**config.mk**
```make
export PLATFORM = sky130hd
export DESIGN_NAME = soma_sweep_ctrl_flat
export DESIGN_NICKNAME = d
export VERILOG_FILES = /design/src/rtl/soma_sweep_if.sv /design/src/rtl/soma_sweep_ctrl.sv /design/src/flat_wrapper.sv
export SDC_FILE = /design/constraint.sdc
export NUM_CORES = 1
export LEC_CHECK = 0
export CAP_MARGIN = 20
export CORE_MARGIN = 8
export CORE_UTILIZATION = 58
export DETAILED_ROUTE_END_ITERATION = 6
export PLACE_DENSITY = 0.79
export SLEW_MARGIN = 20
export SYNTH_ARGS = -nofsm -noshare
export SYNTH_HDL_FRONTEND = slang
export SYNTH_SLANG_ARGS = --single-unit
```
**constraint.sdc**
```tcl
create_clock -name clk_soma -period 2.9 [get_ports clk_soma]
set_clock_uncertainty 0.05 [all_clocks]
set_input_delay 0.29 -clock clk_soma [delete_from_list [all_inputs] [get_ports clk_soma]]
set_output_delay 0.29 -clock clk_soma [all_outputs]
set_load 0.01 [all_outputs]
```
**src/rtl/soma_sweep_if.sv**
```systemverilog
// soma_sweep_if: bundle between the sweep controller and its neighbours.
//   soma_vld / soma_addr / soma_clear : neuron update strobe towards the soma
//   soma_fire                         : soma fire flag, valid the cycle after soma_vld
//   spk_vld / spk_addr / spk_rdy      : fired-neuron stream towards the spike packer
// master = sweep controller side, slave = soma + downstream side.
interface soma_sweep_if #(
    parameter int NNW = 12
);
    logic           soma_vld;
    logic [NNW-1:0] soma_addr;
    logic           soma_clear;
    logic           soma_fire;
    logic           spk_vld;
    logic [NNW-1:0] spk_addr;
    logic           spk_rdy;

    modport master (
        output soma_vld, soma_addr, soma_clear,
        input  soma_fire,
        output spk_vld, spk_addr,
        input  spk_rdy
    );

    modport slave (
        input  soma_vld, soma_addr, soma_clear,
        output soma_fire,
        input  spk_vld, spk_addr,
        output spk_rdy
    );
endinterface

```
**src/rtl/soma_sweep_ctrl.sv**
```systemverilog
// soma_sweep_ctrl: per-timestep sweep over all neurons of the soma.
// On i_tick_start it strobes neuron addresses 0..N-1 to the soma, samples the
// fire flag one cycle after each strobe and queues fired indices in a small
// show-ahead FIFO that is drained on a valid/ready handshake.
//
// Ports:
//   clk_soma, rst      : clock, synchronous active-high reset
//   i_tick_start       : one-cycle pulse, start a sweep
//   i_tick_clear       : sampled with i_tick_start, 1 = clear sweep (no fire sampling)
//   i_neuron_num       : neurons to sweep, sampled with i_tick_start, clamped to 2**NNW
//   o_busy             : sweep in progress
//   o_done             : one-cycle pulse at sweep completion
//   o_overrun          : one-cycle pulse, i_tick_start arrived while busy
//   o_spk_count        : fires pushed during the last sweep (SOMA_SWEEP_CNT_EN only)
//   bus (master)       : soma strobe + fire flag, spike output stream
//
// Build option: define SOMA_SWEEP_CNT_EN to add the o_spk_count port and counter.
//
// state  | meaning
// IDLE   | waiting for i_tick_start
// SWEEP  | issuing soma strobes, stalls while the FIFO could overflow
// DRAIN  | all strobes issued, waiting for last fire sample and empty FIFO
// DONE   | o_done pulse, back to IDLE
module soma_sweep_ctrl #(
    parameter int NNW     = 12,
    parameter int FIFO_AW = 3
) (
    input  logic           clk_soma,
    input  logic           rst,
    input  logic           i_tick_start,
    input  logic           i_tick_clear,
    input  logic [NNW:0]   i_neuron_num,
    output logic           o_busy,
    output logic           o_done,
    output logic           o_overrun,
`ifdef SOMA_SWEEP_CNT_EN
    output logic [NNW:0]   o_spk_count,
`endif
    soma_sweep_if.master   bus
);
    localparam int           DEPTH   = 1 << FIFO_AW;
    localparam logic [NNW:0] NUM_MAX = {1'b1, {NNW{1'b0}}};

    typedef enum logic [1:0] {ST_IDLE, ST_SWEEP, ST_DRAIN, ST_DONE} state_t;

    state_t               r_state;
    state_t               w_state_nxt;
    logic [NNW:0]         r_num;
    logic [NNW:0]         r_addr;
    logic                 r_clear;
    logic                 r_soma_vld;
    logic [NNW-1:0]       r_soma_addr;
    logic                 r_soma_clear;
    logic                 r_infl_vld;
    logic [NNW-1:0]       r_infl_addr;
    logic                 r_infl_clear;
    logic                 r_overrun;
    logic [NNW-1:0]       r_mem [DEPTH];
    logic [FIFO_AW-1:0]   r_wr_ptr;
    logic [FIFO_AW-1:0]   r_rd_ptr;
    logic [FIFO_AW:0]     r_count;

    logic [NNW:0]         w_num_clamped;
    logic [FIFO_AW+1:0]   w_pending;
    logic                 w_room;
    logic                 w_issue;
    logic [NNW-1:0]       w_issue_addr;
    logic                 w_issue_clear;
    logic                 w_push;
    logic                 w_pop;
    logic                 w_fifo_empty;
    logic                 w_start_acc;

    assign w_num_clamped = (i_neuron_num > NUM_MAX) ? NUM_MAX : i_neuron_num;
    assign w_start_acc   = (r_state == ST_IDLE) && i_tick_start;

    // Every strobe already on the wire or awaiting its fire sample may still
    // push, so it reserves a FIFO slot before the next strobe is allowed.
    assign w_pending = (FIFO_AW+2)'(r_count) + (FIFO_AW+2)'(r_soma_vld)
                     + (FIFO_AW+2)'(r_infl_vld);
    assign w_room    = r_clear || (w_pending < (FIFO_AW+2)'(DEPTH));

    assign w_fifo_empty = (r_count == '0);
    assign w_push       = r_infl_vld && !r_infl_clear && bus.soma_fire;
    assign w_pop        = !w_fifo_empty && bus.spk_rdy;

    always_comb begin
        w_state_nxt   = r_state;
        w_issue       = 1'b0;
        w_issue_addr  = r_addr[NNW-1:0];
        w_issue_clear = r_clear;
        case (r_state)
            ST_IDLE: begin
                if (i_tick_start) begin
                    // Address 0 is issued straight from IDLE so the first
                    // strobe appears the cycle after the tick.
                    w_issue_addr  = '0;
                    w_issue_clear = i_tick_clear;
                    if (w_num_clamped == '0) begin
                        w_state_nxt = ST_DRAIN;
                    end else begin
                        w_issue     = 1'b1;
                        w_state_nxt = (w_num_clamped == (NNW+1)'(1)) ? ST_DRAIN : ST_SWEEP;
                    end
                end
            end
            ST_SWEEP: begin
                if (w_room) begin
                    w_issue = 1'b1;
                    if (r_addr == r_num - (NNW+1)'(1)) begin
                        w_state_nxt = ST_DRAIN;
                    end
                end
            end
            ST_DRAIN: begin
                // A non-firing final sample resolves the sweep in this cycle.
                if (!r_soma_vld && !w_push && w_fifo_empty) begin
                    w_state_nxt = ST_DONE;
                end
            end
            ST_DONE: begin
                w_state_nxt = ST_IDLE;
            end
            default: begin
                w_state_nxt = ST_IDLE;
            end
        endcase
    end

    always_ff @(posedge clk_soma) begin
        if (rst) begin
            r_state      <= ST_IDLE;
            r_num        <= '0;
            r_addr       <= '0;
            r_clear      <= 1'b0;
            r_soma_vld   <= 1'b0;
            r_soma_addr  <= '0;
            r_soma_clear <= 1'b0;
            r_infl_vld   <= 1'b0;
            r_infl_addr  <= '0;
            r_infl_clear <= 1'b0;
            r_overrun    <= 1'b0;
            r_wr_ptr     <= '0;
            r_rd_ptr     <= '0;
            r_count      <= '0;
        end else begin
            r_state <= w_state_nxt;
            if (w_start_acc) begin
                r_num   <= w_num_clamped;
                r_clear <= i_tick_clear;
                r_addr  <= w_issue ? (NNW+1)'(1) : '0;
            end else if (w_issue) begin
                r_addr <= r_addr + (NNW+1)'(1);
            end
            r_soma_vld   <= w_issue;
            r_soma_addr  <= w_issue ? w_issue_addr : '0;
            r_soma_clear <= w_issue && w_issue_clear;
            r_infl_vld   <= r_soma_vld;
            r_infl_addr  <= r_soma_addr;
            r_infl_clear <= r_soma_clear;
            r_overrun    <= i_tick_start && (r_state != ST_IDLE);
            if (w_push) begin
                r_wr_ptr <= r_wr_ptr + FIFO_AW'(1);
            end
            if (w_pop) begin
                r_rd_ptr <= r_rd_ptr + FIFO_AW'(1);
            end
            case ({w_push, w_pop})
                2'b10:   r_count <= r_count + (FIFO_AW+1)'(1);
                2'b01:   r_count <= r_count - (FIFO_AW+1)'(1);
                default: r_count <= r_count;
            endcase
        end
    end

    always_ff @(posedge clk_soma) begin
        if (w_push) begin
            r_mem[r_wr_ptr] <= r_infl_addr;
        end
    end

`ifdef SOMA_SWEEP_CNT_EN
    logic [NNW:0] r_run_cnt;
    logic [NNW:0] r_spk_count;

    always_ff @(posedge clk_soma) begin
        if (rst) begin
            r_run_cnt   <= '0;
            r_spk_count <= '0;
        end else begin
            if (w_start_acc) begin
                r_run_cnt <= '0;
            end else if (w_push) begin
                r_run_cnt <= r_run_cnt + (NNW+1)'(1);
            end
            // No push can coincide with the DRAIN exit, so r_run_cnt is final.
            if ((r_state == ST_DRAIN) && (w_state_nxt == ST_DONE)) begin
                r_spk_count <= r_run_cnt;
            end
        end
    end

    assign o_spk_count = r_spk_count;
`endif

    assign bus.soma_vld   = r_soma_vld;
    assign bus.soma_addr  = r_soma_addr;
    assign bus.soma_clear = r_soma_clear;
    assign bus.spk_vld    = !w_fifo_empty;
    assign bus.spk_addr   = w_fifo_empty ? '0 : r_mem[r_rd_ptr];
    assign o_busy         = (r_state != ST_IDLE);
    assign o_done         = (r_state == ST_DONE);
    assign o_overrun      = r_overrun;
endmodule
```
**src/flat_wrapper.sv**
```systemverilog
// flat-port wrapper written by rule: the top's interface ports become plain ports
module soma_sweep_ctrl_flat 
#(
    parameter int NNW     = 12,
    parameter int FIFO_AW = 3
)
  (clk_soma, rst, i_tick_start, i_tick_clear, i_neuron_num, o_busy, o_done, o_overrun, bus_soma_vld, bus_soma_addr, bus_soma_clear, bus_soma_fire, bus_spk_vld, bus_spk_addr, bus_spk_rdy);
  soma_sweep_if #(.NNW(NNW)) bus_i ();
  input  logic clk_soma;
  input  logic rst;
  input  logic i_tick_start;
  input  logic i_tick_clear;
  input  logic [NNW:0] i_neuron_num;
  output logic o_busy;
  output logic o_done;
  output logic o_overrun;
  output wire logic [$bits(bus_i.soma_vld)-1:0] bus_soma_vld;
  output wire logic [$bits(bus_i.soma_addr)-1:0] bus_soma_addr;
  output wire logic [$bits(bus_i.soma_clear)-1:0] bus_soma_clear;
  input wire logic [$bits(bus_i.soma_fire)-1:0] bus_soma_fire;
  output wire logic [$bits(bus_i.spk_vld)-1:0] bus_spk_vld;
  output wire logic [$bits(bus_i.spk_addr)-1:0] bus_spk_addr;
  input wire logic [$bits(bus_i.spk_rdy)-1:0] bus_spk_rdy;
  assign bus_soma_vld = bus_i.soma_vld;
  assign bus_soma_addr = bus_i.soma_addr;
  assign bus_soma_clear = bus_i.soma_clear;
  assign bus_i.soma_fire = bus_soma_fire;
  assign bus_spk_vld = bus_i.spk_vld;
  assign bus_spk_addr = bus_i.spk_addr;
  assign bus_i.spk_rdy = bus_spk_rdy;
  soma_sweep_ctrl #(.NNW(NNW), .FIFO_AW(FIFO_AW)) u_core (.clk_soma(clk_soma), .rst(rst), .i_tick_start(i_tick_start), .i_tick_clear(i_tick_clear), .i_neuron_num(i_neuron_num), .o_busy(o_busy), .o_done(o_done), .o_overrun(o_overrun), .bus(bus_i));
endmodule
```
==> results of run 1 <==
==> layout by cell type (no fill, tap or decap), types with 16 or more instances in the layout <==
| cell | n |
|---|---|
| edfxtp_1 | 96 |
| clkbuf_16 | 17 |
| dfxtp_1 | 71 |
| nand2_1 | 19 |
| buf_4 | 19 |
| mux4_2 | 24 |
| nor2_1 | 48 |
| nor2b_1 | 16 |
| clkdlybuf4s50_1 | 48 |
| xor2_1 | 22 |
==> sequential cells by signal (all words and copies together), names as in the netlist, named ones only <==
name / cells
u_core.r_count: 4
u_core.r_infl_clear: 1
u_core.bus.soma_addr: 12
u_core.r_num: 13
u_core.r_infl_vld: 1
u_core.r_wr_ptr: 3
u_core.o_overrun: 1
u_core.r_addr: 13
u_core.bus.soma_clear: 1
u_core.bus.soma_vld: 1
u_core.r_mem: 96
u_core.r_state: 2
u_core.r_clear: 1
u_core.r_rd_ptr: 3
u_core.r_infl_addr: 12
==> worst max-delay path, stage by stage, from the launching register on <==
cell      delay, ps
dfxtp_1         390
or4_4           600
or4_4           560
a211oi_2        230
o32ai_1         120
o41ai_2         310
nand3b_1        170
mux2i_1         140
==> how the worst max path moves through the flow <==
| stage | start | endpoint | cells after the start |
|---|---|---|---|
| detailed placement | u_core.r_num[2] | u_core.r_state[0] | 7 |
| CTS | u_core.r_num[2] | u_core.r_state[0] | 7 |
| global placement | u_core.r_num[2] | u_core.r_state[0] | 7 |
| global route | u_core.r_num[2] | u_core.r_state[1] | 7 |
| finish | u_core.r_num[2] | u_core.r_state[0] | 7 |
| floorplan | u_core.r_count[0] | u_core.r_count[3] | 11 |
==> per-stage QoR <==
| stage | instance area [µm²] | setup WS, ps | hold WS, ps | utilization |
|---|---|---|---|---|
| after floorplan | 6817 | 189.0 | 348.6 | - |
| after global placement | 7531 | 193.9 | 408.9 | 0.6567 |
| after detailed placement | 7531 | 79.44 | 412.5 | 0.6567 |
| after CTS | 8207 | 75.44 | 408.4 | 0.7157 |
| after global routing | 8207 | 67.03 | 429.3 | 0.7157 |
| final | 8207 | 210.3 | 418.6 | 0.7157 |
==> routing by layer <==
| layer | share of wire | global-route usage | up-vias | wire, µm |
|---|---|---|---|---|
| met5 | 0 | 0 | - | 0 |
| met4 | 0.019 | 0.07583 | 0 | 263 |
| met3 | 0.042 | 0.04979 | 19 | 582 |
| met2 | 0.53 | 0.3227 | 109 | 7300 |
| met1 | 0.41 | 0.2059 | 2010 | 5751 |
| li1 | - | - | 1980 | - |
==> logic make-up (layout without fill, tap and decap cells) <==
| family | Yosys count | in the layout | synth area share |
|---|---|---|---|
| compound gates | 50 | 50 | 0.05433 |
| xor+xnor | 32 | 32 | 0.04313 |
| fa+ha+maj | 13 | 13 | 0.02496 |
| buf+inv | 35 | 111 | 0.02129 |
| flops | 167 | 167 | 0.6314 |
| mux | 39 | 39 | 0.1013 |
| simple gates | 162 | 162 | 0.1235 |
==> power groups by stage <==
stage / clock, mW / sequential, mW / combinational (mW)
finish: 2.53 / 2.68 / 1.28
CTS: 2.57 / 2.68 / 1.29
global route: 2.66 / 2.70 / 1.40
floorplan: 0 / 2.70 / 0.844
detailed placement: 0 / 2.73 / 1.28
global placement: 0 / 2.73 / 1.24
==> area by class of cell <==
| cell class | instances | area [µm²] | area share |
|---|---|---|---|
| clock inverters | 15 | 250.2 | 0.03049 |
| clock buffers | 17 | 425.4 | 0.05184 |
| well taps | 143 | 178.9 | 0.02180 |
| inverters | 12 | 45.04 | 0.005489 |
| repair buffers | 67 | 623.1 | 0.07593 |
| multi-input cells | 296 | 2380 | 0.2900 |
| flip-flops and latches | 167 | 4304 | 0.5245 |
==> impl_metrics.py, run 1 <==
metrics = {
    "detailed_routing": {
        "avgRoutedWirePerCell_um": 19.38,
        "wl_mm": 13.90,
        "postRouteAntennaNets": 0,
        "drtPass1Iterations": 4,
        "drtIter0Drc": 324,
        "via_count": 4118,
        "viasPerCell": 5.743,
        "drc": 0,
    },
    "logic_synthesis": {
        "ys_seq_elements": 167,
        "synth.distinct_cells": 53,
        "yosys.area.top_type": "edfxtp_1",
        "synthesis.nets": 530,
        "avgSynthCellArea_um2": 13.69,
        "yosys.area.top_type_share": 0.4229,
        "ys_top_cells_by_count": "edfxtp_1, dfxtp_1, nor2_1, mux4_2, xor2_1",
        "mappedNetlistArea_um2": 6817,
        "synth_flop_cell": "edfxtp_1",
        "synth-edff-count": 96,
        "ys_warn_count": 0,
        "async_flop_share": 0,
        "syn_inst": 498,
        "synth.most_common_cell": "edfxtp_1",
        "seq_area_frac_synth": 0.6314,
        "synth_area_leaders": "edfxtp_1, dfxtp_1, mux4_2",
    },
    "pwr": {
        "peakVddDrop_mv": 0.6647,
        "power_frac_comb": 0.197,
        "p_seq_frac": 0.413,
        "power_density_nw_per_um2": 791.7,
        "power_mw": 6.497,
        "swShare": 0.2576,
        "leakage_nw": 2.996,
        "internal-power_mw": 4.824,
        "switching_power_mw": 1.673,
        "pwr-share-clk": 0.390,
    },
    "clocking": {
        "clock-root-buffer": "clkbuf_16",
        "hold_buffers": 0,
        "post-cts-setup-buffers": 0,
        "ctsHtreeMaxLevel": 4,
        "cts_inserted_buffers": 17,
        "max-clock-path-buffers": 2,
        "clock_latency_ps": 420,
        "ctsResizeCount": 0,
        "clkSinkCount": 167,
        "path_clk_slew_ps": 60,
        "tritoncts": "done",
    },
    "grt": {
        "grt_usage": 0.1837,
        "antenna_found_initial": 0,
        "grt_max_degree": 33,
        "overflow": 0,
        "grt_pass1_wl_mm": 22.47,
        "grt_pass1_vias": 4365,
    },
    "timing": {
        "hold_viol": 0,
        "period_share": 0.9275,
        "fin_tns_setup_ps": 0,
        "setup_viol": 0,
        "min_period_ps": 2690,
        "max_freq_ghz": 0.3718,
        "rsz0062_at_grt": "false",
        "slew_headroom": 0.5307,
        "maxSlewViolCount": 0,
        "tightest_slew_ps": 704.0,
    },
    "floorplanning": {
        "std_cell_rows": 39,
        "fp.dieH_um": 124.4,
        "die_width_um": 124.4,
        "start_util": 0.5944,
        "io-pin-count": 49,
        "coreArea_um2": 11470,
        "die_area_um2": 15480,
    },
    "critical_path": {
        "rr_endpoint": "u_core.r_state[0]",
        "cp-start-kind": "flop",
        "r2r_setup_slack_ps": 210,
        "r2r_cells": 7,
        "worstSetupPathType": "flop to flop",
        "cp_max_fo": 9,
        "cp.arrival_ps": 2950,
        "end_kind": "flop",
        "reg2reg_from": "u_core.r_num[2]",
        "worst_ep_required_time_ps": 3160,
    },
    "cells_and_area": {
        "drive_gt1_frac": 0.1516,
        "nets": 593,
        "fin_cells": 717,
        "syn_to_final_growth_pct": 20.39,
        "diodes": 0,
        "fill_cells": 750,
    },
    "worst_hold_path": {
        "hp-class": "flop to flop",
        "min_path_cells": 1,
        "min_to": "u_core.r_infl_addr[1]",
        "hold_start": "u_core.bus.soma_addr[1]",
    },
    "place": {
        "placedCellCount": 685,
        "dp_hpwl_mm": 9.233,
        "port_buffers": 48,
        "gp_congestion": 0.8966,
    },
    "outcome": {
        "status": "complete, no violations",
    },
    "job": {
        "max_cap_viol_count": 0,
    },
}
Note: power is estimated with default switching activity, not from simulation.
==> run 2, diff against run 1 <==
Settings changed: CORE_MARGIN 8 to unset, REMOVE_ABC_BUFFERS set to 1, SKIP_CTS_REPAIR_TIMING set to 1.
==> run 2 against run 1 <==
Compared with the run above: utilization down 0.58 points; power down 6.5%; register-to-register slack better by 50 ps; via count up 0.70%; critical path type unchanged; highest routed layer unchanged.
==> impl_metrics.py, run 2 (synthesized netlist as in run 1, its figures left out) <==
metrics = {
    "timing": {
        "setup_viol": 0,
        "rsz0062_at_grt": "false",
        "period_share": 0.9090,
        "hold_viol": 0,
        "maxSlewViolCount": 0,
        "min_period_ps": 2636,
        "slew_headroom": 0.5412,
        "tightest_slew_ps": 688.3,
        "fin_tns_setup_ps": 0,
        "max_freq_ghz": 0.3793,
    },
    "detailed_routing": {
        "drc": 0,
        "via_count": 4147,
        "drtPass1Iterations": 5,
        "drtIter0Drc": 276,
        "avgRoutedWirePerCell_um": 18.70,
        "postRouteAntennaNets": 0,
        "viasPerCell": 5.784,
        "wl_mm": 13.41,
    },
    "floorplanning": {
        "fp.dieH_um": 110.4,
        "io-pin-count": 49,
        "std_cell_rows": 39,
        "die_width_um": 110.4,
        "start_util": 0.5970,
        "coreArea_um2": 11420,
        "die_area_um2": 12190,
    },
    "grt": {
        "grt_use_met2": 0.4277,
        "overflow": 0,
        "use_met3": 0.05104,
        "grt_pass1_wl_mm": 21.71,
        "grt_busiest_layer": "met2",
        "grt_usage": 0.2362,
        "met1_usage": 0.2712,
        "grt_max_degree": 37,
        "grt_pass1_vias": 4228,
        "antenna_found_initial": 0,
    },
    "critical_path": {
        "r2r_setup_slack_ps": 260,
        "worstSetupPathType": "flop to flop",
        "cp.arrival_ps": 2890,
        "r2r_cells": 7,
        "cp-startpoint": "u_core.r_num[2]",
        "reg2reg_from": "u_core.r_num[2]",
        "rr_endpoint": "u_core.r_state[0]",
        "cp_max_fo": 9,
        "endpoint": "u_core.r_state[0]",
        "end_kind": "flop",
        "worst_ep_required_time_ps": 3150,
        "cp-start-kind": "flop",
    },
    "cells_and_area": {
        "nets": 593,
        "final_area_um2": 8105,
        "syn_to_final_growth_pct": 18.91,
        "reg_top3": "u_core.r_mem: 96 flops, u_core.r_addr: 13 flops, u_core.r_num: 13 flops",
        "largest_register_ffs": 96,
        "mostFrequentLayoutCells": "edfxtp_1, dfxtp_1, nor2_1, clkdlybuf4s50_1, mux4_2",
        "final_core_util": 0.7098,
        "regMostFlops": "u_core.r_mem",
        "layout_commonest_cell": "edfxtp_1",
        "drive_gt1_frac": 0.1446,
        "diodes": 0,
    },
    "place": {
        "dpl-instance-area_um2": 7543,
        "gp_congestion": 0.8824,
        "dp_hpwl_mm": 8.440,
        "port_buffers": 48,
    },
    "clocking": {
        "clock_latency_ps": 410,
        "clkSinkCount": 167,
        "tritoncts": "done",
        "max-clock-path-buffers": 2,
        "cts_inserted_buffers": 17,
        "path_clk_slew_ps": 60,
        "clock-root-buffer": "clkbuf_16",
        "ctsHtreeMaxLevel": 4,
    },
    "pwr": {
        "p_seq_frac": 0.442,
        "leakage_nw": 2.948,
        "power_mw": 6.074,
        "pwr-share-clk": 0.349,
        "peakVddDrop_mv": 0.4367,
        "power_frac_comb": 0.209,
        "swShare": 0.2618,
        "switching_power_mw": 1.591,
        "power_density_nw_per_um2": 749.4,
        "internal-power_mw": 4.484,
    },
    "job": {
        "max_cap_viol_count": 0,
    },
    "outcome": {
        "status": "complete, no violations",
    },
    "worst_hold_path": {
        "hold_start": "u_core.bus.soma_addr[5]",
        "hp-class": "flop to flop",
    },
}
==> run 2: cell type report <==
cell class              count  area, µm²
repair buffers             67      635.6
fillers                   770       3313
inverters                  12      45.04
well taps                 143      178.9
multi-input cells         296       2381
clock inverters             6      66.31
clock buffers              26      494.2
flip-flops and latches    167       4304
==> run 2: worst min-delay path by stage <==
stage	to	slack, ps	cells past startpoint
floorplan	u_core.bus.soma_vld	310	1
global placement	u_core.r_infl_addr[1]	400	1
detailed placement	u_core.r_infl_addr[1]	410	1
CTS	u_core.r_infl_addr[5]	420	1
global route	u_core.r_infl_addr[1]	430	1
finish	u_core.r_infl_addr[5]	410	1
==> run 2: power by group through the flow <==
stage / Sequential, mW / Clock [mW] / Combinational [mW]
6_report: 2.68 / 2.12 / 1.27
3_5_place_dp: 2.73 / 0 / 1.28
5_1_grt: 2.70 / 2.26 / 1.40
4_1_cts: 2.68 / 2.16 / 1.28
3_3_place_gp: 2.73 / 0 / 1.25
2_1_floorplan: 2.76 / 0 / 0.753
==> run 2: stage by stage <==
| step | cells | hold WS [ps] | setup slack [ps] |
|---|---|---|---|
| floorplan | 475 | 309.1 | -487.0 |
| global placement | 685 | 404.1 | 189.1 |
| detailed placement | 685 | 405.5 | 126.3 |
| CTS | 717 | 415.1 | 125.1 |
| global route | 717 | 430.1 | 84.55 |
| finish | 717 | 413.0 | 263.8 |
==> run 2: critical path, stage by stage, from the launching register on <==
cell and delay, ps:
dfxtp_1 390, or4_4 610, or4_4 550, a211oi_2 220
o32ai_1 110, o41ai_2 290, nand3b_1 180, mux2i_1 150
==> run 2: layer usage <==
| metal | part of all wire | wire length (µm) |
|---|---|---|
| met5 | 0 | 0 |
| met4 | 0.014 | 184 |
| met3 | 0.036 | 488 |
| met2 | 0.54 | 7243 |
| met1 | 0.41 | 5491 |
